`config.mk`:
```
export PLATFORM = sky130hd
export DESIGN_NAME = control_sequencer_flat
export DESIGN_NICKNAME = d
export VERILOG_FILES = /design/src/rtl/control_sequencer_if.sv /design/src/rtl/control_sequencer.sv /design/src/flat_wrapper.sv
export SDC_FILE = /design/constraint.sdc
export NUM_CORES = 1
export LEC_CHECK = 0
export ABC_AREA = 1
export BUFFER_PORTS_ARGS = -buffer_cell sky130_fd_sc_hd__buf_2
export CAP_MARGIN = 10
export CORE_UTILIZATION = 49
export CTS_BUF_LIST = sky130_fd_sc_hd__clkbuf_4
export CTS_CLUSTER_DIAMETER = 120
export DETAILED_ROUTE_END_ITERATION = 8
export PLACE_DENSITY_LB_ADDON = 0.25
export REMOVE_ABC_BUFFERS = 1
export SYNTH_ARGS = -nofsm -noshare
export SYNTH_HDL_FRONTEND = slang
export SYNTH_SLANG_ARGS = --single-unit
```
`constraint.sdc`:
```
create_clock -name Clock -period 3.3 [get_ports Clock]
set_clock_uncertainty 0.05 [all_clocks]
set_input_delay 0.495 -clock Clock [delete_from_list [all_inputs] [get_ports Clock]]
set_output_delay 0.495 -clock Clock [all_outputs]
set_load 0.01 [all_outputs]
```
`src/rtl/control_sequencer_if.sv`:
```
// rtl/control_sequencer_if.sv - datapath-facing signal bundle of the control sequencer
// master = sequencer (drives strobes), slave = datapath (drives IR/CON_FF/Stop).
interface control_sequencer_if;
  logic [31:0] IR;
  logic        CON_FF;
  logic        Stop;
  logic [4:0]  opcode;
  logic        Gra, Grb, Grc, Rin, Rout, BAout;
  logic        PCout, PCin, IncPC, MARin, MDRin, MDRout, IRin;
  logic        Yin, Zin, Zlowout, Zhighout, HIin, HIout, LOin, LOout;
  logic        Cout, CONin, Inportout, Outportin, Read, Write;
  logic        Run;

  modport master (
    input  IR, CON_FF, Stop,
    output opcode, Gra, Grb, Grc, Rin, Rout, BAout,
    output PCout, PCin, IncPC, MARin, MDRin, MDRout, IRin,
    output Yin, Zin, Zlowout, Zhighout, HIin, HIout, LOin, LOout,
    output Cout, CONin, Inportout, Outportin, Read, Write, Run
  );

  modport slave (
    output IR, CON_FF, Stop,
    input  opcode, Gra, Grb, Grc, Rin, Rout, BAout,
    input  PCout, PCin, IncPC, MARin, MDRin, MDRout, IRin,
    input  Yin, Zin, Zlowout, Zhighout, HIin, HIout, LOin, LOout,
    input  Cout, CONin, Inportout, Outportin, Read, Write, Run
  );
endinterface

```
`src/rtl/control_sequencer.sv`:
```
// rtl/control_sequencer.sv - hardwired Moore T0..T7 control unit for the 32-bit datapath
// Optional macro MUL_DIV_EN decodes mul/div; otherwise those opcodes behave as nop.
module control_sequencer #(
  parameter logic [4:0]  ADD_OP = 5'b00011,
  parameter int unsigned STEP_W = 4
) (
  input logic           Clock,
  input logic           clear,
  control_sequencer_if.master bus
);
  typedef enum logic [STEP_W-1:0] {
    S_RESET, S_T0, S_T1, S_T2, S_T3, S_T4, S_T5, S_T6, S_T7, S_HALT
  } state_t;

  typedef enum logic [3:0] {
    C_ALU, C_IMM, C_LD, C_LDI, C_ST, C_BRX, C_JR, C_JAL,
    C_IN, C_OUT, C_MFHI, C_MFLO, C_MULDIV, C_HALT, C_NOP
  } cls_t;

  state_t     state_q, state_d;
  logic [4:0] op_q;
  logic       con_q;
  logic [4:0] op_now;
  cls_t       cls;

  function automatic cls_t classify(input logic [4:0] op);
    cls_t c;
    case (op) inside
      5'b00000:           c = C_LD;
      5'b00001:           c = C_LDI;
      5'b00010:           c = C_ST;
      [5'b00011:5'b01010]: c = C_ALU;
      [5'b01011:5'b01101]: c = C_IMM;
`ifdef MUL_DIV_EN
      5'b01110, 5'b01111: c = C_MULDIV;
`else
      5'b01110, 5'b01111: c = C_NOP;
`endif
      5'b10010:           c = C_BRX;
      5'b10011:           c = C_JR;
      5'b10100:           c = C_JAL;
      5'b10101:           c = C_IN;
      5'b10110:           c = C_OUT;
      5'b10111:           c = C_MFHI;
      5'b11000:           c = C_MFLO;
      5'b11010:           c = C_HALT;
      default:            c = C_NOP;
    endcase
    return c;
  endfunction

  function automatic state_t last_step(input cls_t c);
    state_t s;
    case (c)
      C_ALU, C_IMM, C_LDI: s = S_T5;
      C_LD, C_ST:          s = S_T7;
      C_BRX, C_MULDIV:     s = S_T6;
      C_JAL:               s = S_T4;
      default:             s = S_T3;
    endcase
    return s;
  endfunction

  // IR is freshly loaded at the end of T2, so T3 decodes it live and later steps use the copy.
  assign op_now = (state_q inside {S_T4, S_T5, S_T6, S_T7}) ? op_q : bus.IR[31:27];
  assign cls    = classify(op_now);

  always_comb begin
    state_d = state_q;
    case (state_q)
      S_RESET: state_d = S_T0;
      S_T0:    state_d = S_T1;
      S_T1:    state_d = S_T2;
      S_T2:    state_d = S_T3;
      S_T3, S_T4, S_T5, S_T6, S_T7: begin
        if (state_q == S_T3 && cls == C_HALT)  state_d = S_HALT;
        else if (state_q == last_step(cls))    state_d = bus.Stop ? S_HALT : S_T0;
        else                                   state_d = state_t'(state_q + 1'b1);
      end
      S_HALT:  state_d = S_HALT;
      default: state_d = S_RESET;
    endcase
  end

  always_ff @(posedge Clock or negedge clear) begin
    if (!clear) begin
      state_q <= S_RESET;
      op_q    <= 5'b0;
      con_q   <= 1'b0;
    end else begin
      state_q <= state_d;
      if (state_q == S_T3) op_q  <= bus.IR[31:27];
      if (state_q == S_T5) con_q <= bus.CON_FF;
    end
  end

  always_comb begin
    {bus.Gra, bus.Grb, bus.Grc, bus.Rin, bus.Rout, bus.BAout} = '0;
    {bus.PCout, bus.PCin, bus.IncPC, bus.MARin, bus.MDRin, bus.MDRout, bus.IRin} = '0;
    {bus.Yin, bus.Zin, bus.Zlowout, bus.Zhighout, bus.HIin, bus.HIout, bus.LOin, bus.LOout} = '0;
    {bus.Cout, bus.CONin, bus.Inportout, bus.Outportin, bus.Read, bus.Write} = '0;
    bus.Run    = (state_q != S_HALT);
    bus.opcode = (state_q == S_RESET) ? 5'b0 : op_now;
    case (state_q)
      S_T0: begin bus.PCout = 1'b1; bus.MARin = 1'b1; bus.IncPC = 1'b1; bus.Zin = 1'b1; end
      S_T1: begin bus.Zlowout = 1'b1; bus.PCin = 1'b1; bus.Read = 1'b1; bus.MDRin = 1'b1; end
      S_T2: begin bus.MDRout = 1'b1; bus.IRin = 1'b1; end
      S_T3, S_T4, S_T5, S_T6, S_T7: begin
        case (cls)
          C_ALU, C_IMM, C_MULDIV: begin
            case (state_q)
              S_T3: begin
                bus.Rout = 1'b1; bus.Yin = 1'b1;
                if (cls == C_MULDIV) bus.Gra = 1'b1; else bus.Grb = 1'b1;
              end
              S_T4: begin
                bus.Zin = 1'b1;
                if (cls == C_IMM)         bus.Cout = 1'b1;
                else if (cls == C_ALU)    begin bus.Grc = 1'b1; bus.Rout = 1'b1; end
                else                      begin bus.Grb = 1'b1; bus.Rout = 1'b1; end
              end
              S_T5: begin
                bus.Zlowout = 1'b1;
                if (cls == C_MULDIV) bus.LOin = 1'b1; else begin bus.Gra = 1'b1; bus.Rin = 1'b1; end
              end
              S_T6: begin bus.Zhighout = 1'b1; bus.HIin = 1'b1; end
              default: ;
            endcase
          end
          C_LD, C_LDI, C_ST: begin
            case (state_q)
              S_T3: begin bus.Grb = 1'b1; bus.BAout = 1'b1; bus.Yin = 1'b1; end
              S_T4: begin bus.Cout = 1'b1; bus.Zin = 1'b1; bus.opcode = ADD_OP; end
              S_T5: begin
                bus.Zlowout = 1'b1;
                if (cls == C_LDI) begin bus.Gra = 1'b1; bus.Rin = 1'b1; end else bus.MARin = 1'b1;
              end
              S_T6: begin
                bus.MDRin = 1'b1;
                if (cls == C_ST) begin bus.Gra = 1'b1; bus.Rout = 1'b1; end else bus.Read = 1'b1;
              end
              S_T7: begin
                if (cls == C_ST) bus.Write = 1'b1;
                else begin bus.MDRout = 1'b1; bus.Gra = 1'b1; bus.Rin = 1'b1; end
              end
              default: ;
            endcase
          end
          C_BRX: begin
            case (state_q)
              S_T3: begin bus.Gra = 1'b1; bus.Rout = 1'b1; bus.CONin = 1'b1; end
              S_T4: begin bus.PCout = 1'b1; bus.Yin = 1'b1; end
              S_T5: begin bus.Cout = 1'b1; bus.Zin = 1'b1; bus.opcode = ADD_OP; end
              S_T6: begin bus.Zlowout = 1'b1; bus.PCin = con_q; end
              default: ;
            endcase
          end
          C_JR:   if (state_q == S_T3) begin bus.Gra = 1'b1; bus.Rout = 1'b1; bus.PCin = 1'b1; end
          C_JAL: begin
            if (state_q == S_T3) begin bus.PCout = 1'b1; bus.Grb = 1'b1; bus.Rin = 1'b1; end
            if (state_q == S_T4) begin bus.Gra = 1'b1; bus.Rout = 1'b1; bus.PCin = 1'b1; end
          end
          C_IN:   if (state_q == S_T3) begin bus.Inportout = 1'b1; bus.Gra = 1'b1; bus.Rin = 1'b1; end
          C_OUT:  if (state_q == S_T3) begin bus.Gra = 1'b1; bus.Rout = 1'b1; bus.Outportin = 1'b1; end
          C_MFHI: if (state_q == S_T3) begin bus.HIout = 1'b1; bus.Gra = 1'b1; bus.Rin = 1'b1; end
          C_MFLO: if (state_q == S_T3) begin bus.LOout = 1'b1; bus.Gra = 1'b1; bus.Rin = 1'b1; end
          default: ;
        endcase
      end
      default: ;
    endcase
  end
endmodule

```
`src/flat_wrapper.sv`:
```
// flat-port wrapper written by rule: the top's interface ports become plain ports
module control_sequencer_flat 
#(
  parameter logic [4:0]  ADD_OP = 5'b00011,
  parameter int unsigned STEP_W = 4
)
  (Clock, clear, bus_IR, bus_CON_FF, bus_Stop, bus_opcode, bus_Gra, bus_Grb, bus_Grc, bus_Rin, bus_Rout, bus_BAout, bus_PCout, bus_PCin, bus_IncPC, bus_MARin, bus_MDRin, bus_MDRout, bus_IRin, bus_Yin, bus_Zin, bus_Zlowout, bus_Zhighout, bus_HIin, bus_HIout, bus_LOin, bus_LOout, bus_Cout, bus_CONin, bus_Inportout, bus_Outportin, bus_Read, bus_Write, bus_Run);
  control_sequencer_if bus_i ();
  input logic Clock;
  input logic clear;
  input wire logic [$bits(bus_i.IR)-1:0] bus_IR;
  input wire logic [$bits(bus_i.CON_FF)-1:0] bus_CON_FF;
  input wire logic [$bits(bus_i.Stop)-1:0] bus_Stop;
  output wire logic [$bits(bus_i.opcode)-1:0] bus_opcode;
  output wire logic [$bits(bus_i.Gra)-1:0] bus_Gra;
  output wire logic [$bits(bus_i.Grb)-1:0] bus_Grb;
  output wire logic [$bits(bus_i.Grc)-1:0] bus_Grc;
  output wire logic [$bits(bus_i.Rin)-1:0] bus_Rin;
  output wire logic [$bits(bus_i.Rout)-1:0] bus_Rout;
  output wire logic [$bits(bus_i.BAout)-1:0] bus_BAout;
  output wire logic [$bits(bus_i.PCout)-1:0] bus_PCout;
  output wire logic [$bits(bus_i.PCin)-1:0] bus_PCin;
  output wire logic [$bits(bus_i.IncPC)-1:0] bus_IncPC;
  output wire logic [$bits(bus_i.MARin)-1:0] bus_MARin;
  output wire logic [$bits(bus_i.MDRin)-1:0] bus_MDRin;
  output wire logic [$bits(bus_i.MDRout)-1:0] bus_MDRout;
  output wire logic [$bits(bus_i.IRin)-1:0] bus_IRin;
  output wire logic [$bits(bus_i.Yin)-1:0] bus_Yin;
  output wire logic [$bits(bus_i.Zin)-1:0] bus_Zin;
  output wire logic [$bits(bus_i.Zlowout)-1:0] bus_Zlowout;
  output wire logic [$bits(bus_i.Zhighout)-1:0] bus_Zhighout;
  output wire logic [$bits(bus_i.HIin)-1:0] bus_HIin;
  output wire logic [$bits(bus_i.HIout)-1:0] bus_HIout;
  output wire logic [$bits(bus_i.LOin)-1:0] bus_LOin;
  output wire logic [$bits(bus_i.LOout)-1:0] bus_LOout;
  output wire logic [$bits(bus_i.Cout)-1:0] bus_Cout;
  output wire logic [$bits(bus_i.CONin)-1:0] bus_CONin;
  output wire logic [$bits(bus_i.Inportout)-1:0] bus_Inportout;
  output wire logic [$bits(bus_i.Outportin)-1:0] bus_Outportin;
  output wire logic [$bits(bus_i.Read)-1:0] bus_Read;
  output wire logic [$bits(bus_i.Write)-1:0] bus_Write;
  output wire logic [$bits(bus_i.Run)-1:0] bus_Run;
  assign bus_i.IR = bus_IR;
  assign bus_i.CON_FF = bus_CON_FF;
  assign bus_i.Stop = bus_Stop;
  assign bus_opcode = bus_i.opcode;
  assign bus_Gra = bus_i.Gra;
  assign bus_Grb = bus_i.Grb;
  assign bus_Grc = bus_i.Grc;
  assign bus_Rin = bus_i.Rin;
  assign bus_Rout = bus_i.Rout;
  assign bus_BAout = bus_i.BAout;
  assign bus_PCout = bus_i.PCout;
  assign bus_PCin = bus_i.PCin;
  assign bus_IncPC = bus_i.IncPC;
  assign bus_MARin = bus_i.MARin;
  assign bus_MDRin = bus_i.MDRin;
  assign bus_MDRout = bus_i.MDRout;
  assign bus_IRin = bus_i.IRin;
  assign bus_Yin = bus_i.Yin;
  assign bus_Zin = bus_i.Zin;
  assign bus_Zlowout = bus_i.Zlowout;
  assign bus_Zhighout = bus_i.Zhighout;
  assign bus_HIin = bus_i.HIin;
  assign bus_HIout = bus_i.HIout;
  assign bus_LOin = bus_i.LOin;
  assign bus_LOout = bus_i.LOout;
  assign bus_Cout = bus_i.Cout;
  assign bus_CONin = bus_i.CONin;
  assign bus_Inportout = bus_i.Inportout;
  assign bus_Outportin = bus_i.Outportin;
  assign bus_Read = bus_i.Read;
  assign bus_Write = bus_i.Write;
  assign bus_Run = bus_i.Run;
  control_sequencer #(.ADD_OP(ADD_OP), .STEP_W(STEP_W)) u_core (.Clock(Clock), .clear(clear), .bus(bus_i));
endmodule
```
# Word-level counts from Yosys, hierarchy flattened
# Memory sizes are Yosys's and may differ from the RTL's.
# Index checks and enable logic that the tools add are counted.
[op_classes]
mux = 107
bitwise_logic = 0
reduce_logical = 16
n_shift = 0
order_cmp = 4
eq_ne = 36
n_div = 0
n_addsub = 1
mul = 0
[op_table]
columns = ["operator", "n"]
rows = [
  ["$mux 4", 18],
  ["$mux 1", 58],
  ["$eq 5x5->1 const B", 8],
  ["$pmux 1 s2", 17],
  ["$eq 4x3->1 const B", 8],
  ["$eq 4x4->1 const B", 8],
  ["$mux 5", 5],
  ["$pmux 4 s6", 1],
  ["$eq 4x2->1 const B", 4],
  ["$pmux 1 s3", 4],
  ["$reduce_or 6->1", 2],
  ["$eq 5x4->1 const B", 2],
  ["$le 5x4->1 const B", 2],
  ["$pmux 5 s2", 1],
  ["$reduce_or 3->1", 3],
  ["$eq 4x1->1 const B", 2],
  ["$logic_not 4->1", 2],
  ["$pmux 1 s4", 2],
  ["$reduce_or 4->1", 2],
  ["$eq 5x1->1 const B", 1],
  ["$eq 5x2->1 const B", 1],
  ["$ge 5x2->1 const B", 1],
  ["$ge 5x4->1 const B", 1],
  ["$logic_not 5->1", 1],
  ["other kinds (8)", 10],
]
[word_totals]
mem_bits_ro = 64
memories = 1
ramBits = 0
latchBits = 0
reg_bits = 10
[mem_list]
columns = ["memory", "depth", "width", "rd", "rd_ports_with_merged_regs", "wr", "line", "text"]
rows = [
  ["(name not given)", 16, 4, 1, 0, 0, "control_sequencer.sv:54", "case (c)"],
]

# Longest topological paths before layout
[logic_depth]
ltp_word = 26
ltp_mapped = 23
ltp_nobuf = 23

# Worst setup path before layout
# No wires, ideal clock.
[synth_path]
path_kind = "flip-flop to output port"
startpoint = "reg u_core.state_q[0]"
endpoint = "out bus_opcode[4]"
stages_incl_launch_ff = 14
arrival_ns = 2.347
path_buffers = 0
required_time_ns = 2.755
setup_slack_ns = 0.408
cell_sequence = "dfrtp_1 -> inv_1 -> ha_1 -> o21ai_4 -> nand2_8 -> nand2_2 -> nand2_4 -> nand2_2 -> nor2_4 -> nand2_1 -> nand2_1 -> nor2_1 -> o21ai_0 -> nor3_1"
[synth_via]
elab_chain_len = 22
word_cells_on_any_way = 53
[synth_rtl]
columns = ["item", "line", "text"]
rows = [
  ["start, declared", "control_sequencer.sv:20", "state_t state_q, state_d;"],
  ["start signal, assigned", "control_sequencer.sv:91", "state_q <= state_d;"],
  ["$eq 4x3->1 (tied with other cells)", "control_sequencer.sv:65, control_sequencer.sv:104, control_sequencer.sv:131", ""],
  ["$reduce_bool 4->1", "control_sequencer.sv:65", "assign op_now = (state_q inside {S_T4, S_T5, S_T6, S_T7}) ? op_q : bus.IR[31:27];"],
  ["$mux 5", "control_sequencer.sv:65", ""],
  ["$eq 5x5->1", "control_sequencer.sv:66", "assign cls = classify(op_now);"],
  ["$mux 2", "control_sequencer.sv:28", "case (op) inside"],
  ["$mux 4 (13 in a row)", "control_sequencer.sv:28", ""],
  ["$eq 4x2->1 or $eq 4x3->1 (tied branches)", "control_sequencer.sv:109", "case (cls)"],
  ["$reduce_or 3->1", "control_sequencer.sv:109", ""],
  ["$pmux 5 s2", "control_sequencer.sv:109", ""],
  ["$mux 5 *", "control_sequencer.sv:104", "case (state_q)"],
  ["end, declared", "flat_wrapper.sv:14", "output wire logic [$bits(bus_i.opcode)-1:0] bus_opcode;"],
]
# Mark *: on every way between the ends. The rest lies on a longest branch, timed or not.

# Worst setup path after layout
[layout_path]
startpoint = "reg u_core.state_q[0]"
endpoint = "out bus_Cout"
[layout_via]
elab_chain_len = 23
word_cells_on_any_way = 57
[layout_rtl]
columns = ["item", "line", "text"]
rows = [
  ["$eq 4x3->1 (tied with other cells)", "--", ""],
  ["$reduce_bool 4->1", "control_sequencer.sv:65", ""],
  ["$mux 5", "control_sequencer.sv:65", ""],
  ["$eq 5x5->1", "control_sequencer.sv:66", ""],
  ["$mux 2", "control_sequencer.sv:28", ""],
  ["$mux 4 (13 in a row)", "control_sequencer.sv:28", ""],
  ["$eq 4x1->1", "control_sequencer.sv:109, control_sequencer.sv:118", ""],
  ["$mux 1", "control_sequencer.sv:118", "if (cls == C_IMM) bus.Cout = 1'b1;"],
  ["$mux 1", "control_sequencer.sv:111", "case (state_q)"],
  ["$pmux 1 s3", "control_sequencer.sv:109", ""],
  ["$mux 1 *", "control_sequencer.sv:104", ""],
  ["end, declared", "flat_wrapper.sv:36", "output wire logic [$bits(bus_i.Cout)-1:0] bus_Cout;"],
]
# Marks and branches as above.

==> qor.yml <==
synth:
  synth_async_sr_flop_share: 1.00
  syn-cell-area_sq_um: 1570
  synth_compound_area_frac: 0.143
  synth_cells: 235
  synth_mux_area_frac: 0
  synth.distinct_cells: 41
  synth_top_family_by_area: "simple AND/OR/NAND/NOR gates"
  synthSimpleGateAreaFrac: 0.537
  ys.warnings.count: 0
  synth_top_area_frac: 0.160
  synth_xor_xnor_area_share: 0.0112
  synth_adder_area_share: 0.0320
  synth_largest_area_cell: "dfrtp_1"
  syn_avg_cell_area_sq_um: 6.66
  netlist_top_cells_area: "dfrtp_1 16%, nand2_1 13%, nand2_4 7.9%, inv_1 6.5%, nand3_2 5.8%"
  ys_ff_latch: 10
  synth_top_flop_cell: "dfrtp_1"
  synth-edff-count: 0
  seq_area_frac_synth: 0.160
setup_path:
  critPathSlowestCell: "dfrtp_1"
  cp_data_required_time_ns: 2.75
  cp_cell_sequence: "inv_2 -> ha_4 -> o21ai_4 -> buf_12 -> buf_16 -> nand3_2 -> nand2_4 -> nand2_4 -> nor2_4 -> nand2_4 -> buf_4 -> inv_1 -> nand2_1 -> o21ai_1 -> o21bai_1 -> buf_2"
  crit_path_max_fanout: 9
  cp-end-kind: "output pin"
  crit_type: "reg -> out"
  path_delay_family: "buffers and inverters"
  crit_top_cell: "nand2_4"
  crit_path_start_kind: "flip-flop"
  cp.arrival_ns: 2.71
  crit_buf_inv: 6
  cpPeakStageDelay_ns: 0.41
global_route:
  grt_max_degree: 14
  grt_pass1_vias: 1623
  antenna_found_initial: 0
  grtUsageTotal: 0.280
  grt_overflow: 0
  grt_pass1_wl_mm: 7.31
finish:
  final_cell_area_sq_um: 2310
  final_nets: 341
  syn_to_final_growth_pct: 47.4
  nFillCells: 243
  final_common_cell: "nand2_1"
  drive_gt1_frac: 0.507
  antenna_cells: 0
  regArea_sq_um: 251
  final_cell_mix: "45 x nand2_1, 40 x buf_2, 22 x nor2_1, 20 x inv_1, 20 x buf_4"
  multiInputGateArea_sq_um: 1360
power:
  clkPwrFrac: 0.041
  intPower_mw: 0.924
  ir_drop_mv: 0.467
  powerDensity_nw_per_um2: 913
  pwr-share-comb: 0.840
  p_sw_frac: 0.561
  p_switching_mw: 1.18
  seq_power_share: 0.119
  p_leak_nw: 1.19
detailed_routing:
  drt_pass1_iterations: 6
  drt_iter0_drc: 126
  drc: 1
  avgViaCountPerCell: 5.38
  antenna_left: 0
  drt-total-wl_mm: 4.86
  num_vias: 1850
  wl_per_cell_um: 14.1
cts:
  cts_tree: "built"
  htreeDepth: 1
  cts.sinks: 10
  cts_made_buffers: 3
  root_buffer: "clkbuf_4"
  clk_pin_slew_ns: 0.07
  cts_max_path_buffers: 2
  clkLatencyLatePin_ns: 0.27
floorplanning:
  die_h_um: 58.5
  initial_core_util: 0.513
  die-area_sq_um: 3420
  die_w_um: 58.5
  ios: 69
  rows: 20
  coreArea_sq_um: 3050
placed_design:
  dp_hpwl_mm: 3.39
  gp_congestion: 0.947
  dpl_cell_area_sq_um: 1840
  port_buffers: 40
job:
  maxCapViolCount: 0
timing:
  final_max_slew_viol_count: 0
  post-route-min-period_ns: 3.26
  hold_viol_final: 0
  setup_tns_ns: 0
  holdWs_ns: 0.0295
  fin_crit_sh: 0.987
  rsz0062_at_grt: "yes"
  fmax_mhz: 307
  setup_viol: 0
outcome:
  violations: "DRC"
  run_status: "finished, violations left"
worst_hold_path:
  min_path_type: "in -> async"
registers in the layout (all words and copies together) (netlist names):
name and cells:
u_core.con_q 1, u_core.op_q 5, u_core.state_q 4
Yosys cell counts (2+ instances only):
| cell | n |
|---|---|
| nand2_1 | 53 |
| inv_1 | 27 |
| nor2_1 | 23 |
| nand3_1 | 16 |
| nand2_4 | 11 |
| dfrtp_1 | 10 |
| nand2_2 | 9 |
| nand3_2 | 9 |
| o21ai_0 | 8 |
| inv_2 | 6 |
| nor3_1 | 6 |
| nor2_4 | 5 |
| o21ai_1 | 5 |
| ha_1 | 4 |
| nand4_1 | 4 |
| o211ai_1 | 3 |
| o221ai_1 | 3 |
| a21oi_1 | 2 |
| a31oi_1 | 2 |
| buf_4 | 2 |
| clkbuf_1 | 2 |
| nand3b_1 | 2 |
| o2111ai_1 | 2 |
| o21ai_2 | 2 |
| o22ai_1 | 2 |
| xor2_1 | 2 |
cells by family after synthesis:
kind of cell,count (synthesis)
other cells,1
buf+inv,41
flops,10
compound gates,33
simple gates,144
xor+xnor,2
fa+ha+maj,4
worst paths after layout:
kind,from,to,slack (ns),depth (start not counted)
worst max-delay path,u_core.state_q[0]$_DFF_PN0_,bus_Cout,0.04,16
worst min-delay path,clear,u_core.con_q$_DFFE_PN0N_,0.03,1
worst max register to register,u_core.state_q[0]$_DFF_PN0_,u_core.state_q[0]$_DFF_PN0_,0.32,20
worst min register to register,u_core.con_q$_DFFE_PN0N_,u_core.con_q$_DFFE_PN0N_,0.48,2
max in group asynchronous,clear,u_core.state_q[1]$_DFF_PN0_,2.96,1
min in group Clock,bus_CON_FF,u_core.con_q$_DFFE_PN0N_,0.39,3
area by class of cell:
type / count / share of cell area
inverter: 36 / 0.0705
clock inverter: 1 / 0.00163
sequential: 10 / 0.109
multi-input combinational: 184 / 0.589
tap: 44 / 0.0239
timing repair buffer: 66 / 0.196
clock buffer: 3 / 0.00976
through the flow:
step	power [mW]	setup slack (ns)	utilization	cells
after global routing	2.27	-0.114	0.756	344
after global placement	1.50	0.187	0.604	320
after floorplan	1.18	0.408	-	230
after CTS	1.83	-0.00129	0.673	332
final	2.11	0.0431	0.756	344
after detailed placement	1.53	0.159	0.604	320
repair_timing:
item                       4_1_cts  5_1_grt
pin swaps                       12       19
gates resized for setup         27       37
setup buffers                    7       12
gates cloned                     1        0
setup endpoints to repair        7       17
hold buffers                     0        0
routing by layer:
metal,share of wire,track usage
met1,0.43,0.378
met2,0.49,0.468
met3,0.064,0.0308
met4,0.016,0.0918
met5,0,0
power by group through the flow:
| stage | clock network (mW) | logic (mW) | registers, mW |
|---|---|---|---|
| after floorplan | 0 | 0.949 | 0.228 |
| after global placement | 0 | 1.27 | 0.237 |
| after detailed placement | 0 | 1.29 | 0.241 |
| after CTS | 0.0930 | 1.49 | 0.239 |
| after global routing | 0.0998 | 1.92 | 0.258 |
| final | 0.0862 | 1.77 | 0.251 |
(Power assumes the default switching activity.)
